**config.mk**
```make
export PLATFORM = sky130hd
export DESIGN_NAME = enemy_hit_detect
export DESIGN_NICKNAME = d
export VERILOG_FILES = /design/src/rtl/enemy_hit_detect.sv
export SDC_FILE = /design/constraint.sdc
export NUM_CORES = 1
export LEC_CHECK = 0
export BUFFER_PORTS_ARGS = -buffer_cell sky130_fd_sc_hd__buf_2
export CORE_UTILIZATION = 40
export DETAILED_ROUTE_END_ITERATION = 12
export HOLD_SLACK_MARGIN = 0.05
export PLACE_DENSITY_LB_ADDON = 0.12
export SLEW_MARGIN = 20
export SYNTH_ARGS = -nofsm -noshare
export SYNTH_HDL_FRONTEND = slang
export SYNTH_SLANG_ARGS = --single-unit
```
**constraint.sdc**
```tcl
create_clock -name clk -period 2.05 [get_ports clk]
set_input_delay 0.1025 -clock clk [delete_from_list [all_inputs] [get_ports clk]]
set_output_delay 0.1025 -clock clk [all_outputs]
set_load 0.01 [all_outputs]
```
**src/rtl/enemy_hit_detect.sv**
```systemverilog
`default_nettype none
// ============================================================================
//  Module     : enemy_hit_detect
//  Description: Frame-rate hit detection and life cycle for one enemy plane.
//               On each frame tick (vs_neg) the player bullet is tested
//               against the enemy hit box. A hit starts an explosion
//               animation, then a dead period, then the enemy respawns.
//               Every hit bumps a 4-digit BCD score.
//  Revision   : 1.0  initial release
// ----------------------------------------------------------------------------
//  Ports
//    clk            in   system clock (single domain)
//    rst            in   asynchronous active-high reset
//    vs_neg         in   one-cycle frame tick (vsync falling edge)
//    enemy_x/_y     in   enemy centre position [10:0]
//    bullet_x/_y    in   player bullet centre position [10:0]
//    bullet_valid   in   bullet is in flight
//    hit            out  one-cycle pulse when a hit is registered
//    bullet_clear   out  one-cycle pulse asking the bullet owner to retire it
//    enemy_alive    out  enemy drawable and hittable (registered)
//    explode_frame  out  explosion sprite index [2:0], 0 when not exploding
//    respawn        out  one-cycle pulse on return to ALIVE
//    score          out  four BCD digits, [15:12] = thousands
// ============================================================================
module enemy_hit_detect #(
  parameter logic [10:0] ENEMY_PLANE_HALF_WIDTH  = 11'd64,
  parameter logic [10:0] ENEMY_PLANE_HALF_HEIGHT = 11'd64,
  parameter logic [5:0]  EXPLODE_FRAMES          = 6'd32,
  parameter logic [6:0]  RESPAWN_FRAMES          = 7'd60
) (
  input  logic        clk,
  input  logic        rst,
  input  logic        vs_neg,
  input  logic [10:0] enemy_x,
  input  logic [10:0] enemy_y,
  input  logic [10:0] bullet_x,
  input  logic [10:0] bullet_y,
  input  logic        bullet_valid,
  output logic        hit,
  output logic        bullet_clear,
  output logic        enemy_alive,
  output logic [2:0]  explode_frame,
  output logic        respawn,
  output logic [15:0] score
);

  typedef enum logic [1:0] {
    ST_ALIVE   = 2'd0,
    ST_EXPLODE = 2'd1,
    ST_DEAD    = 2'd2
  } state_t;

  state_t      r_state,     w_state_nxt;
  logic [5:0]  r_exp_cnt,   w_exp_cnt_nxt;
  logic [6:0]  r_dead_cnt,  w_dead_cnt_nxt;
  logic [15:0] r_score,     w_score_nxt;
  logic        r_hit,       w_hit_nxt;
  logic        r_respawn,   w_respawn_nxt;
  logic        r_alive,     w_alive_nxt;
  logic [2:0]  r_frame,     w_frame_nxt;

  // --------------------------------------------------------------------------
  // Overlap test. Differences are taken one bit wider than the coordinates so
  // a bullet at x=2047 against an enemy at x=0 is far away, not adjacent.
  // --------------------------------------------------------------------------
  logic [11:0] w_dx, w_dy, w_adx, w_ady;
  logic        w_overlap;

  assign w_dx  = {1'b0, bullet_x} - {1'b0, enemy_x};
  assign w_dy  = {1'b0, bullet_y} - {1'b0, enemy_y};
  assign w_adx = w_dx[11] ? (~w_dx + 12'd1) : w_dx;
  assign w_ady = w_dy[11] ? (~w_dy + 12'd1) : w_dy;
  // Strict compare: a bullet exactly on the box boundary is a miss.
  assign w_overlap = (w_adx < {1'b0, ENEMY_PLANE_HALF_WIDTH}) &&
                     (w_ady < {1'b0, ENEMY_PLANE_HALF_HEIGHT});

  // BCD +1 with ripple carry; 9999 wraps to 0000. Any digit at or above 9
  // rolls to 0, so an out-of-range digit can never survive an increment.
  function automatic logic [15:0] bcd_inc(input logic [15:0] v);
    logic [15:0] r;
    logic        c;
    r = v;
    c = 1'b1;
    for (int i = 0; i < 4; i++) begin
      if (c) begin
        if (r[i*4 +: 4] >= 4'd9) begin
          r[i*4 +: 4] = 4'd0;
        end else begin
          r[i*4 +: 4] = r[i*4 +: 4] + 4'd1;
          c = 1'b0;
        end
      end
    end
    return r;
  endfunction

  // --------------------------------------------------------------------------
  // Next-state / next-output logic. Nothing moves except on a frame tick.
  // --------------------------------------------------------------------------
  always_comb begin
    w_state_nxt    = r_state;
    w_exp_cnt_nxt  = r_exp_cnt;
    w_dead_cnt_nxt = r_dead_cnt;
    w_score_nxt    = r_score;
    w_hit_nxt      = 1'b0;
    w_respawn_nxt  = 1'b0;

    if (vs_neg) begin
      case (r_state)
        ST_ALIVE: begin
          if (bullet_valid && w_overlap) begin
            w_state_nxt   = ST_EXPLODE;
            w_exp_cnt_nxt = 6'd0;
            w_score_nxt   = bcd_inc(r_score);
            w_hit_nxt     = 1'b1;
          end
        end
        ST_EXPLODE: begin
          if (r_exp_cnt == EXPLODE_FRAMES - 6'd1) begin
            w_state_nxt    = ST_DEAD;
            w_exp_cnt_nxt  = 6'd0;
            w_dead_cnt_nxt = 7'd0;
          end else begin
            w_exp_cnt_nxt = r_exp_cnt + 6'd1;
          end
        end
        ST_DEAD: begin
          if (r_dead_cnt == RESPAWN_FRAMES - 7'd1) begin
            w_state_nxt    = ST_ALIVE;
            w_dead_cnt_nxt = 7'd0;
            w_respawn_nxt  = 1'b1;
          end else begin
            w_dead_cnt_nxt = r_dead_cnt + 7'd1;
          end
        end
        default: begin
          w_state_nxt    = ST_ALIVE;
          w_exp_cnt_nxt  = 6'd0;
          w_dead_cnt_nxt = 7'd0;
        end
      endcase
    end

    // Registered status outputs are computed from the next state so they
    // change on the same edge as the state itself.
    w_alive_nxt = (w_state_nxt == ST_ALIVE);
    w_frame_nxt = (w_state_nxt == ST_EXPLODE) ? w_exp_cnt_nxt[4:2] : 3'd0;
  end

  always_ff @(posedge clk or posedge rst) begin
    if (rst) begin
      r_state    <= ST_ALIVE;
      r_exp_cnt  <= 6'd0;
      r_dead_cnt <= 7'd0;
      r_score    <= 16'h0000;
      r_hit      <= 1'b0;
      r_respawn  <= 1'b0;
      r_alive    <= 1'b1;
      r_frame    <= 3'd0;
    end else begin
      r_state    <= w_state_nxt;
      r_exp_cnt  <= w_exp_cnt_nxt;
      r_dead_cnt <= w_dead_cnt_nxt;
      r_score    <= w_score_nxt;
      r_hit      <= w_hit_nxt;
      r_respawn  <= w_respawn_nxt;
      r_alive    <= w_alive_nxt;
      r_frame    <= w_frame_nxt;
    end
  end

  // hit and bullet_clear are the same event seen by two consumers.
  assign hit           = r_hit;
  assign bullet_clear  = r_hit;
  assign respawn       = r_respawn;
  assign enemy_alive   = r_alive;
  assign explode_frame = r_frame;
  assign score         = r_score;

endmodule
`default_nettype wire

```
==> results of run 1 <==
layer usage:
| layer | global-route usage, % | vias to the layer above | part of all wire (%) |
|---|---|---|---|
| li1 | - | 1871 | - |
| met1 | 25.1 | 1740 | 44 |
| met2 | 39.2 | 90 | 51 |
| met3 | 2.13 | 17 | 3.4 |
| met4 | 5.85 | 0 | 1.9 |
| met5 | 0 | - | 0 |
registers in the layout, indices dropped and copies added (netlist names):
name and flops:
score 16, r_dead_cnt 7, r_exp_cnt 6, explode_frame 3, r_state 2, bullet_clear 1
enemy_alive 1, respawn 1
metrics by stage:
stage / setup slack, ps / setup TNS [ps] / cell area [um^2] / cells / hold slack [ps]
2_1_floorplan: -983 / -20380 / 3660 / 429 / 281
3_3_place_gp: -1150 / -29560 / 4670 / 669 / 187
3_5_place_dp: -1250 / -32160 / 4670 / 669 / 185
4_1_cts: -778 / -18950 / 5150 / 687 / 169
5_1_grt: -946 / -23940 / 5360 / 692 / 200
6_report: -823 / -19980 / 5360 / 692 / 173
power by group through the flow:
stage	Combinational [uW]	Clock [uW]	Sequential, uW
finish	1360	588	841
floorplan	640	0	856
global placement	1090	0	844
CTS	1260	592	835
detailed placement	1110	0	847
global route	1490	626	846
cells by family (layout without fill, tap and decap cells):
logic type / count (synthesis) / count (layout) / share of synthesized area, %
flip-flops: 37 / 37 / 26.4
AND/OR/NAND/NOR: 154 / 154 / 23.5
adder cells (fa/ha/maj): 38 / 38 / 13.9
multiplexers: 12 / 12 / 3.59
XOR/XNOR: 7 / 7 / 1.74
AO/OA/AOI/OAI: 118 / 118 / 23.2
buffers and inverters: 63 / 221 / 7.68
cell usage after synthesis, types with 6 or more instances:
library cell | n | area, um^2
inv_1 | 47 | 176
nand2_1 | 41 | 154
dfrtp_1 | 36 | 901
ha_1 | 36 | 450
a21oi_1 | 24 | 120
nor2_1 | 24 | 90.1
o21ai_0 | 21 | 105
nand3_1 | 16 | 80.1
nor3_1 | 12 | 60.1
o31ai_1 | 12 | 90.1
a31oi_1 | 8 | 50.1
mux2i_1 | 7 | 70.1
nand2b_1 | 7 | 43.8
nor4_1 | 7 | 43.8
nor2b_1 | 6 | 37.5
timing repair:
| item | CTS | global route |
|---|---|---|
| hold endpoints to repair | 12 | 0 |
| hold buffers | 1 | 0 |
| gates resized for setup | 57 | 34 |
| gates cloned | 1 | 0 |
| endpoints found under the setup margin | 33 | 35 |
| buffers inserted | 10 | 6 |
| pin swaps | 19 | 18 |
worst max-delay path: stages:
cell and delay (ps):
buf_8 80, inv_8 30, ha_4 150, fa_2 380, nor2b_4 200, nand4bb_1 130, a31oi_1 180, o21ai_1 110
and2_1 180, nor4_2 250, o211ai_1 110, a211o_2 340, or3_4 430, buf_4 160, a221oi_2 220
final timing paths:
path	start	endpoint	depth (start not counted)
setup / recovery	bullet_x[0]	explode_frame[0]	15
setup reg to reg	score[1]	score[15]	10
hold / removal	vs_neg	r_exp_cnt[1]	3
min in group asynchronous	rst	score[11]	3
hold reg to reg	r_dead_cnt[6]	r_dead_cnt[6]	1
max in group asynchronous	rst	enemy_alive	4
layout make-up:
| class | count | area, um^2 | share of cell area [%] |
|---|---|---|---|
| clock buffer | 7 | 96.3 | 1.80 |
| clock inverter | 1 | 5.00 | 0.0933 |
| inverter | 48 | 190 | 3.55 |
| multi-input combinational | 329 | 2810 | 52.3 |
| sequential | 37 | 927 | 17.3 |
| tap | 105 | 131 | 2.45 |
| timing repair buffer | 165 | 1210 | 22.5 |
==> impl_metrics.yaml, run 1 <==
status:
  outcome: "finished, violations left"
  violations: "negative setup slack"
synthesis:
  synth_warnings: 0
  async_flop_share_pct: 100
  syn_avg_cell_area_um2: 8.20
  synth_ff_type: "dfrtp_1"
  syn_nets: 515
  ys_seq_area_share_pct: 26.4
  syn_inst: 429
  synth-seq-cells: 37
  synth_cell_type_count: 67
  syn_area_mm2: 0.00352
  synth_edf_count: 0
timing:
  fin_crit_ps: 2870
  tightest_slew_ps: 575
  skew_ps: 4.45
  drv_slew: 0
  setup_viol: 28
  timing.slew.headroom_pct: 61.6
  max_freq_mhz: 348
  finalHoldViolCount: 0
  worst_slack_ps: -823
  post-route-period-util_pct: 140
  rsz0062_at_grt: "yes"
power:
  peakVddDrop_uv: 220
  p_comb_share_pct: 48.7
  pwr-share-clk_pct: 21.1
  p_per_area_mw_per_mm2: 520
  cellLeakagePower_uw: 0.00257
  total_power_uw: 2790
  p_int_uw: 1790
  switching_share_pct: 35.8
  power.switching_uw: 997
  p_seq_share_pct: 30.2
final_layout:
  nFillCells: 699
  layout_commonest_cell: "buf_4"
  area_growth_pct: 52.5
  final_util_pct: 64.0
  diodes: 0
  drive_above_1_share_pct: 41.7
  layout_common_cells: "77 x buf_4, 66 x buf_2, 45 x inv_1"
  nets: 672
floorplan:
  core_area_mm2: 0.00838
  placementRows: 33
  start_util_pct: 42.0
  die_w_um: 95.8
  dieArea_mm2: 0.00917
  ioPinCount: 71
  fp.dieH_um: 95.8
setup_path:
  cp-end-kind: "flip-flop"
  path_class: "input port to flip-flop"
  r2r_slack_ps: 20
  arrival_ps: 3080
  timing.critical_path.from_type: "input port"
  cp_max_fo: 5
  cp.required_ps: 2250
cts:
  cts.path.max_buffers: 2
  cts_made_buffers: 5
  clk_latency_ps: 300
  cts_tree: "yes"
  cts.sinks: 37
  path_clk_slew_ps: 80
  h-tree-depth: 2
  cts_root_buf: "clkbuf_8"
min_path:
  hp-class: "input port to flip-flop"
global_routing:
  antenna_found_initial: 0
  grt_usage_pct: 20.9
  grt_overflow_total: 0
  grt_pass1_vias: 3550
  grt_max_degree: 26
  grt_pass1_wl_um: 15400
routing:
  drt_iter0_drc: 136
  drc: 0
  routed_wl_um: 9700
  viasPerCell: 5.37
  vias: 3718
  wl_per_cell_um: 14.0
  ant_nets: 0
  drt-pass1-iter-count: 4
placement:
  io_buffers: 70
  globalplace.congestion: 0.849
  dp_hpwl_um: 6900
job:
  cap_violations: 0
No activity file was read; power rests on OpenSTA's default activity.
==> inputs of run 2 (changes only) <==
--- a/config.mk
+++ b/config.mk
@@ -5,8 +5,9 @@
 export SDC_FILE = /design/constraint.sdc
 export NUM_CORES = 1
 export LEC_CHECK = 0
+export ABC_CLOCK_PERIOD_IN_PS = 2050
 export BUFFER_PORTS_ARGS = -buffer_cell sky130_fd_sc_hd__buf_2
-export CORE_UTILIZATION = 40
+export CORE_UTILIZATION = 41
 export DETAILED_ROUTE_END_ITERATION = 12
 export HOLD_SLACK_MARGIN = 0.05
 export PLACE_DENSITY_LB_ADDON = 0.12
==> impl_metrics.yaml, run 2 (synthesized netlist as in run 1, its figures left out) <==
min_path:
  hp-class: "input port to flip-flop"
  hold_depth: 3
  hold_path_startpoint: "vs_neg"
  min_to: "r_exp_cnt[1]"
final_layout:
  nets: 669
  multi_input_area_mm2: 0.00273
  layout_commonest_cell: "buf_4"
  regArea_um2: 927
  layout_common_cells: "73 x buf_4, 68 x buf_2, 46 x inv_1"
  fin_cells: 689
  drive_above_1_share_pct: 40.4
  largest_reg_flops: 16
  diodes: 0
  fin_area_mm2: 0.00524
  nFillCells: 695
  area_growth_pct: 48.8
power:
  power.switching_uw: 953
  p_per_area_mw_per_mm2: 511
  peakVddDrop_uv: 381
  cellLeakagePower_uw: 0.00253
  switching_share_pct: 35.6
  p_comb_share_pct: 46.3
  pwr-share-clk_pct: 21.6
  p_int_uw: 1720
  total_power_uw: 2680
  p_seq_share_pct: 32.1
routing:
  drt_iter0_drc: 139
  vias: 3701
  wl_per_cell_um: 13.5
  ant_nets: 0
  drc: 0
  drt-pass1-iter-count: 6
  routed_wl_um: 9290
  viasPerCell: 5.37
timing:
  finalHoldViolCount: 0
  worst_slack_ps: -884
  rsz0062_at_grt: "yes"
  hold_slack_ps: 173
  drv_slew: 0
  tightest_slew_ps: 472
  timing.slew.headroom_pct: 68.5
  max_freq_mhz: 341
  skew_ps: 6.87
  fin_crit_ps: 2930
  post-route-period-util_pct: 143
  setup_viol: 28
setup_path:
  cpPeakStageDelay_ps: 460
  cp_cell_sequence: "buf_8 > inv_8 > ha_4 > fa_2 > nor2b_4 > o2111ai_4 > and2_4 > a311oi_4 > buf_4 > nand2_2 > mux2i_1 > o211ai_1 > a211o_1 > or3_4 > inv_4 > mux2_4"
  reg2reg_to: "score[15]"
  cp_num_buf_inv: 4
  cp-end-kind: "flip-flop"
  timing.critical_path.from_type: "input port"
  cp.required_ps: 2230
  r2r_cells: 10
  crit-reg2reg-launch: "score[1]"
  slowest_stage: "or3_4"
  arrival_ps: 3120
  cp_max_fo: 4
  cpLargestDelayFamily: "simple AND/OR/NAND/NOR gates"
  path_class: "input port to flip-flop"
  r2r_slack_ps: 0
floorplan:
  start_util_pct: 42.6
  placementRows: 33
  core_area_mm2: 0.00826
  fp.dieH_um: 94.6
  ioPinCount: 71
  dieArea_mm2: 0.00895
  die_w_um: 94.6
global_routing:
  grt_overflow_total: 0
  antenna_found_initial: 0
  grt_max_degree: 28
  grt_pass1_wl_um: 14900
  grt_usage_pct: 20.5
  grt_pass1_vias: 3394
status:
  violations: "negative setup slack"
  outcome: "finished, violations left"
cts:
  path_clk_slew_ps: 80
  cts_made_buffers: 5
  h-tree-depth: 2
  clk_latency_ps: 290
  cts.path.max_buffers: 2
  cts.sinks: 37
  cts_root_buf: "clkbuf_8"
  cts_tree: "yes"
placement:
  dp_cells: 665
  globalplace.congestion: 0.903
  dp_hpwl_um: 6740
  io_buffers: 70
  placed_area_mm2: 0.00464
  place_worst_setup_slack_ps: -1250
job:
  cap_violations: 0
==> run 2: cell count changes in the layout (fill, tap and decap cells not counted), moves of 2 or more <==
cell / previous run / this run
a21oi_1: 21 / 24
a21oi_2: 2 / 0
buf_2: 66 / 68
buf_4: 77 / 73
nand2_1: 41 / 38
nand2_2: 0 / 3
nor4_1: 1 / 4
nor4_2: 4 / 2
o41ai_2: 0 / 2
==> run 2: repair_timing <==
item / in CTS / in global routing
pin swaps: 32 / 17
setup buffers: 6 / 11
setup endpoints to repair: 28 / 35
hold buffers: 1 / 0
endpoints found under the hold margin: 10 / 0
resized for setup: 43 / 35
==> run 2: area by class of cell <==
| type | count | share of cell area, % |
|---|---|---|
| repair buffers | 162 | 22.1 |
| inverters | 48 | 3.63 |
| clock inverters | 1 | 0.0956 |
| well taps | 105 | 2.51 |
| clock buffers | 7 | 1.84 |
| flip-flops and latches | 37 | 17.7 |
| multi-input cells | 329 | 52.1 |
==> run 2: stage by stage <==
| stage | TNS (ps) | utilization, % |
|---|---|---|
| 2_1_floorplan | -20380 | - |
| 3_3_place_gp | -29380 | 56.2 |
| 3_5_place_dp | -30800 | 56.2 |
| 4_1_cts | -21960 | 60.6 |
| 5_1_grt | -25030 | 63.4 |
| 6_report | -21620 | 63.4 |
==> run 2: power groups by stage <==
stage | Clock, uW | Sequential [uW] | Combinational (uW)
floorplan | 0 | 856 | 640
global placement | 0 | 857 | 1020
detailed placement | 0 | 858 | 1040
CTS | 584 | 850 | 1160
global route | 624 | 868 | 1360
finish | 579 | 859 | 1240
==> run 2: worst max-delay path by stage <==
stage                     depth (start not counted)          endpoint        start  slack [ps]
after floorplan                                  15          score[0]  bullet_x[0]        -980
after global placement                           15  explode_frame[2]  bullet_x[0]       -1150
after detailed placement                         15          score[4]  bullet_x[0]       -1250
after CTS                                        16         score[12]  bullet_x[0]        -860
after global routing                             17         score[12]  bullet_x[0]        -990
final                                            16          score[0]  bullet_x[0]        -880
==> run 2: worst register-to-register path: stages, from the launching register on <==
cell	delay, ps
dfrtp_1	440
inv_1	120
ha_1	150
nor2_1	40
nand2_1	120
nand4_1	130
nor2_1	200
buf_4	150
nand3_1	120
o31ai_4	250
a21bo_2	240
==> run 2: layer usage <==
layer / GRT usage, % / up-vias / wire length (um)
met4: 5.18 / 0 / 99
met3: 3.38 / 12 / 386
met5: 0 / - / 0
met2: 36.3 / 89 / 4670
met1: 25.7 / 1720 / 4130
li1: - / 1880 / -
